$ cat src/rtl/mult_seq_pkg.sv
// Shared types and helpers for the sequential chunked multiplier.
package mult_seq_pkg;

  typedef enum logic [1:0] {IDLE, MAC, FIX} mult_state_t;

  // Width needed to count 0..n-1, never less than one bit.
  function automatic int clog2_min1(input int n);
    int r;
    r = 1;
    for (int k = 1; k < 31; k++) begin
      if ((1 << k) < n) r = k + 1;
    end
    return r;
  endfunction

endpackage

$ cat src/rtl/mult_seq_ctrl.sv
// Control FSM for the sequential multiplier: phase strobes, chunk indices,
// busy and the one-cycle done pulse.
module mult_seq_ctrl
  import mult_seq_pkg::*;
#(
  parameter int NA = 2,
  parameter int NB = 2,
  parameter int IW = 1,
  parameter int JW = 1
) (
  input  logic          clk,
  input  logic          reset,
  input  logic          start,
  output logic          busy,
  output logic          done,
  output logic          capture,
  output logic          accumulate,
  output logic          fix,
  output logic [IW-1:0] i,
  output logic [JW-1:0] j
);

  mult_state_t state, state_nxt;
  logic        i_last;
  logic        last_pp;

  assign i_last  = (i == IW'(NA - 1));
  assign last_pp = i_last && (j == JW'(NB - 1));
  assign busy    = (state != IDLE);

  always_ff @(posedge clk or posedge reset) begin
    if (reset) state <= IDLE;
    else       state <= state_nxt;
  end

  always_comb begin
    state_nxt  = state;
    capture    = 1'b0;
    accumulate = 1'b0;
    fix        = 1'b0;
    case (state)
      IDLE: begin
        if (start) begin
          capture   = 1'b1;
          state_nxt = MAC;
        end
      end
      MAC: begin
        accumulate = 1'b1;
        if (last_pp) state_nxt = FIX;
      end
      FIX: begin
        fix       = 1'b1;
        state_nxt = IDLE;
      end
      default: state_nxt = IDLE;
    endcase
  end

  // i walks the A chunks fastest; j advances once per full sweep of A.
  always_ff @(posedge clk or posedge reset) begin
    if (reset) begin
      i    <= '0;
      j    <= '0;
      done <= 1'b0;
    end else begin
      done <= fix;
      if (capture) begin
        i <= '0;
        j <= '0;
      end else if (accumulate) begin
        if (i_last) begin
          i <= '0;
          j <= j + JW'(1);
        end else begin
          i <= i + IW'(1);
        end
      end
    end
  end

endmodule

$ cat src/rtl/mult_seq_nxm.sv
// A_WIDTH x B_WIDTH multiplier built from one CHUNK x CHUNK partial product
// per clock, with signed mode via magnitude capture and a final negation.
module mult_seq_nxm
  import mult_seq_pkg::*;
#(
  parameter int A_WIDTH = 32,
  parameter int B_WIDTH = 32,
  parameter int CHUNK   = 16
) (
  input  logic                       clk,
  input  logic                       reset,
  input  logic                       start,
  input  logic                       is_signed,
  input  logic [A_WIDTH-1:0]         a,
  input  logic [B_WIDTH-1:0]         b,
  output logic                       busy,
  output logic                       done,
  output logic [A_WIDTH+B_WIDTH-1:0] product
);

  localparam int NA      = A_WIDTH / CHUNK;
  localparam int NB      = B_WIDTH / CHUNK;
  localparam int P_WIDTH = A_WIDTH + B_WIDTH;
  localparam int IW      = clog2_min1(NA);
  localparam int JW      = clog2_min1(NB);

  function automatic logic [P_WIDTH-1:0] sign_fix(input logic [P_WIDTH-1:0] v,
                                                  input logic n);
    return n ? (~v + P_WIDTH'(1)) : v;
  endfunction

  logic                 capture, accumulate, fix;
  logic [IW-1:0]        i;
  logic [JW-1:0]        j;
  logic [A_WIDTH-1:0]   a_mag;
  logic [B_WIDTH-1:0]   b_mag;
  logic                 neg;
  logic [CHUNK-1:0]     a_chunk, b_chunk;
  logic [2*CHUNK-1:0]   pp;
  logic [P_WIDTH-1:0]   pp_shifted;

  mult_seq_ctrl #(
    .NA(NA),
    .NB(NB),
    .IW(IW),
    .JW(JW)
  ) u_ctrl (
    .clk        (clk),
    .reset      (reset),
    .start      (start),
    .busy       (busy),
    .done       (done),
    .capture    (capture),
    .accumulate (accumulate),
    .fix        (fix),
    .i          (i),
    .j          (j)
  );

  assign a_chunk    = a_mag[i*CHUNK +: CHUNK];
  assign b_chunk    = b_mag[j*CHUNK +: CHUNK];
  assign pp         = {{CHUNK{1'b0}}, a_chunk} * {{CHUNK{1'b0}}, b_chunk};
  assign pp_shifted = P_WIDTH'(pp) << (CHUNK * (int'(i) + int'(j)));

  // Magnitudes of the most-negative operand still fit in the unsigned width.
  always_ff @(posedge clk or posedge reset) begin
    if (reset) begin
      a_mag   <= '0;
      b_mag   <= '0;
      neg     <= 1'b0;
      product <= '0;
    end else if (capture) begin
      a_mag   <= (is_signed && a[A_WIDTH-1]) ? -a : a;
      b_mag   <= (is_signed && b[B_WIDTH-1]) ? -b : b;
      neg     <= is_signed & (a[A_WIDTH-1] ^ b[B_WIDTH-1]);
      product <= '0;
    end else if (accumulate) begin
      product <= product + pp_shifted;
    end else if (fix) begin
      product <= sign_fix(product, neg);
    end
  end

endmodule
$ cat config.mk
export PLATFORM = sky130hd
export DESIGN_NAME = mult_seq_nxm
export DESIGN_NICKNAME = d
export VERILOG_FILES = /design/src/rtl/mult_seq_pkg.sv /design/src/rtl/mult_seq_ctrl.sv /design/src/rtl/mult_seq_nxm.sv
export SDC_FILE = /design/constraint.sdc
export NUM_CORES = 1
export LEC_CHECK = 0
export CAP_MARGIN = 10
export CORE_ASPECT_RATIO = 1.2
export CORE_MARGIN = 2
export CORE_UTILIZATION = 50
export CTS_BUF_LIST = sky130_fd_sc_hd__clkbuf_16
export DETAILED_ROUTE_END_ITERATION = 8
export MAX_ROUTING_LAYER = met4
export PLACE_DENSITY = 0.75
export RECOVER_POWER = 50
export SYNTH_ARGS = -nofsm -noshare
export SYNTH_HDL_FRONTEND = slang
export SYNTH_HIERARCHICAL = 1
export SYNTH_SLANG_ARGS = --single-unit
$ cat constraint.sdc
create_clock -name clk -period 13.9 [get_ports clk]
set_input_delay 2.78 -clock clk [delete_from_list [all_inputs] [get_ports clk]]
set_output_delay 2.78 -clock clk [all_outputs]
set_load 0.05 [all_outputs]
==> impl_metrics.yaml <==
outcome:
  status: "finished with violations"
  violations: "max-capacitance violations, max-slew violations"
clock_network:
  cts_buffer_depth: 2
  clock-sinks: 134
  path_clk_slew_ns: 0.07
  postCtsSetupRepairBufs: 0
  clock_latency_ns: 0.48
  cts_hold_buf: 0
  ctsResizeCount: 0
  tritoncts: "yes"
  cts_buffers: 17
  htree_levels: 4
  clockRootBuffer: "clkbuf_16"
logic_synthesis:
  synth-seq-cells: 134
  synth_compound_area_share_pct: 17.1
  synth_edf_count: 0
  synth_fa_ha_area_share_pct: 29.3
  synth_xor_area_share_pct: 8.42
  synth_simple_gate_area_share_pct: 18.2
  synth_mux_area_share_pct: 3.81
  netlist.area_leader.share_pct: 19.0
  synth_cells: 2523
  synth_area_leaders: "fa_1 (19%), dfrtp_1 (16%), ha_1 (10%), nor2_1 (6.0%), a21oi_1 (5.4%)"
  syn_area_um2: 20600
  postSynthAreaPerCell_um2: 8.16
  yosysWarnings: 6
  async_flop_share_pct: 100
  yosysSeqAreaShare_pct: 16.3
  synthFlopType: "dfrtp_1"
  syn_nets: 2957
  synth_top_family_by_area: "adder cells"
  synth_area_leader_cell: "fa_1"
  netlist-cell-type-count: 78
place:
  dp_hpwl_um: 52200
  dpl_cell_area_um2: 22500
  io_buffers: 133
  place.gp.congestion: 1.00
  dp_slack_ns: 2.54
detailed_routing:
  routed_via_density: 5.91
  wl_per_cell_um: 20.9
  vias: 18700
  drt_iter0_drc: 1135
  drc: 0
  route.antenna.remaining_nets: 0
  drt-pass1-iter-count: 5
  routed_wirelength_um: 66000
global_route:
  grt_pass1_wl_um: 105000
  overflow: 0
  grt_max_degree: 188
  grt_pass1_vias: 19400
  grtUsageTotal_pct: 32.8
  antenna_found_initial: 0
sta:
  fmax_ghz: 0.0862
  min_period_ns: 11.60
  slew_headroom_pct: -432
  layout_setup_ws_ns: 2.30
  report.final.slew_viol_count: 322
  hold_ws_ns: 0.537
  worstMarginPinSlew_ns: 7.97
  setup_viol: 0
  finalCritPeriodShare_pct: 83.4
  finalHoldViolCount: 0
  setup_tns_ns: 0
  rsz0062_at_grt: "no"
  fin_skew_ns: 0.0280
min_path:
  hold_path_class: "flip-flop to flip-flop"
flow_run:
  drv_cap: 3
layout:
  area_growth_pct: 12.0
  drive_above_1_share_pct: 4.70
  stdcell_area_um2: 23100
  fin_nets: 3040
  multi_input_area_um2: 15800
  nFillCells: 3870
  seqCellArea_um2: 3350
  insertedDiodeCount: 0
worst_setup_path:
  crit_slowest_cell: "mux2i_1"
  cpPeakStageDelay_ns: 1.03
  path_max_fanout: 24
  cp_top_family: "adder cells"
  crit_top_cell: "fa_1"
  crit_buf_inv: 4
  crit_type: "flip-flop to flip-flop"
  critPathRequiredTime_ns: 13.98
  critPathLaunchType: "flip-flop"
  cp.arrival_ns: 11.67
  end_kind: "flip-flop"
floorplan:
  placement_rows: 81
  core_area_um2: 40700
  die_h_um: 226
  start_util_pct: 50.6
  die_x_um: 189
  die_area_um2: 42800
  io_pins: 134
per-layer routing:
metal	share of wire (%)	GRT usage (%)	wire length, um	vias up
met5	0	-	0	-
met3	4.3	3.22	2870	192
met2	51	57.6	33400	620
met4	5.9	17.4	3900	0
li1	-	-	-	8704
met1	39	37.0	25800	9158
cell usage in the layout (no fill, tap or decap), types with 17 or more instances in the layout:
master,instances
nor2_1,329
inv_1,279
nand2_1,242
a21oi_1,222
fa_1,195
ha_1,171
dfrtp_1,134
clkdlybuf4s50_1,122
xor2_1,108
xnor2_1,90
o21ai_0,71
a211oi_1,49
a21o_1,48
and2_1,40
nor3_1,37
mux2i_1,37
mux2_2,35
nand3_1,25
buf_4,24
o31ai_1,23
o21bai_1,20
nand2b_1,20
nand4_1,18
clkbuf_16,17
tightest hold or removal path, cell delays in order, from the launching register on:
cell     delay [ns]
dfrtp_1        0.34
nor2_1         0.04
a21oi_1        0.11
final cells by class:
type                            count  area share (%)
Multi-Input combinational cell   2013            68.7
Tap cell                          539            2.92
Sequential cell                   134            14.5
Clock buffer                       17            1.84
Clock inverter                     15           0.814
Timing Repair Buffer              159            6.59
Inverter                          281            4.58
sequential cells by signal (all words and copies together) (netlist names):
signal        cells
product          64
a_mag            32
b_mag            32
u_ctrl/state      2
neg               1
u_ctrl/done       1
u_ctrl/i          1
u_ctrl/j          1
synth_stat cells, drive strengths merged (10+ instances only):
cell	count
and2	40
mux2i	39
o21ai	82
a31oi	16
nand4	18
nor2b	12
nand3	25
xnor2	90
o21bai	20
ha	171
a21oi	222
inv	280
o21a	11
xor2	108
nand2b	21
nor3	38
and3	15
dfrtp	134
mux2	35
o31ai	25
clkbuf	80
nor4	18
a21o	48
a211oi	51
o22ai	10
or4	14
nand2	242
or3	17
nor2	330
buf	15
fa	195
worst paths after layout:
check	end	cells after the start	slack [ns]	from
max	product[53]$_DFFE_PP0P_	33	2.30	u_ctrl/i$_DFFE_PP0P_
max reg2reg	product[53]$_DFFE_PP0P_	33	2.30	u_ctrl/i$_DFFE_PP0P_
min	b_mag[4]$_DFFE_PP0P_	2	0.54	b_mag[4]$_DFFE_PP0P_
min in group asynchronous	u_ctrl/done$_DFF_PP0_	2	2.71	reset
min reg2reg	b_mag[4]$_DFFE_PP0P_	2	0.54	b_mag[4]$_DFFE_PP0P_
max in group asynchronous	product[5]$_DFFE_PP0P_	3	5.87	reset
stage by stage:
| step | instances | utilization, % |
|---|---|---|
| 3_3_place_gp | 3126 | 55.2 |
| 6_report | 3158 | 56.6 |
| 2_1_floorplan | 2523 | - |
| 4_1_cts | 3158 | 56.7 |
| 5_1_grt | 3158 | 56.6 |
| 3_5_place_dp | 3126 | 55.2 |
logic make-up (layout without fill, tap and decap cells):
kind of cell               count (synthesis)  count (layout)
AOI/OAI and AO/OA                        555             555
xor gates and xnor gates                 198             198
adders and majority gates                366             366
buffers and inverters                    376             472
DFF                                      134             134
muxes                                     74              74
and+or+nand+nor                          820             820
Power is not shown: default switching activity piles up to over one toggle a cycle in this logic, so the estimate is an artifact.
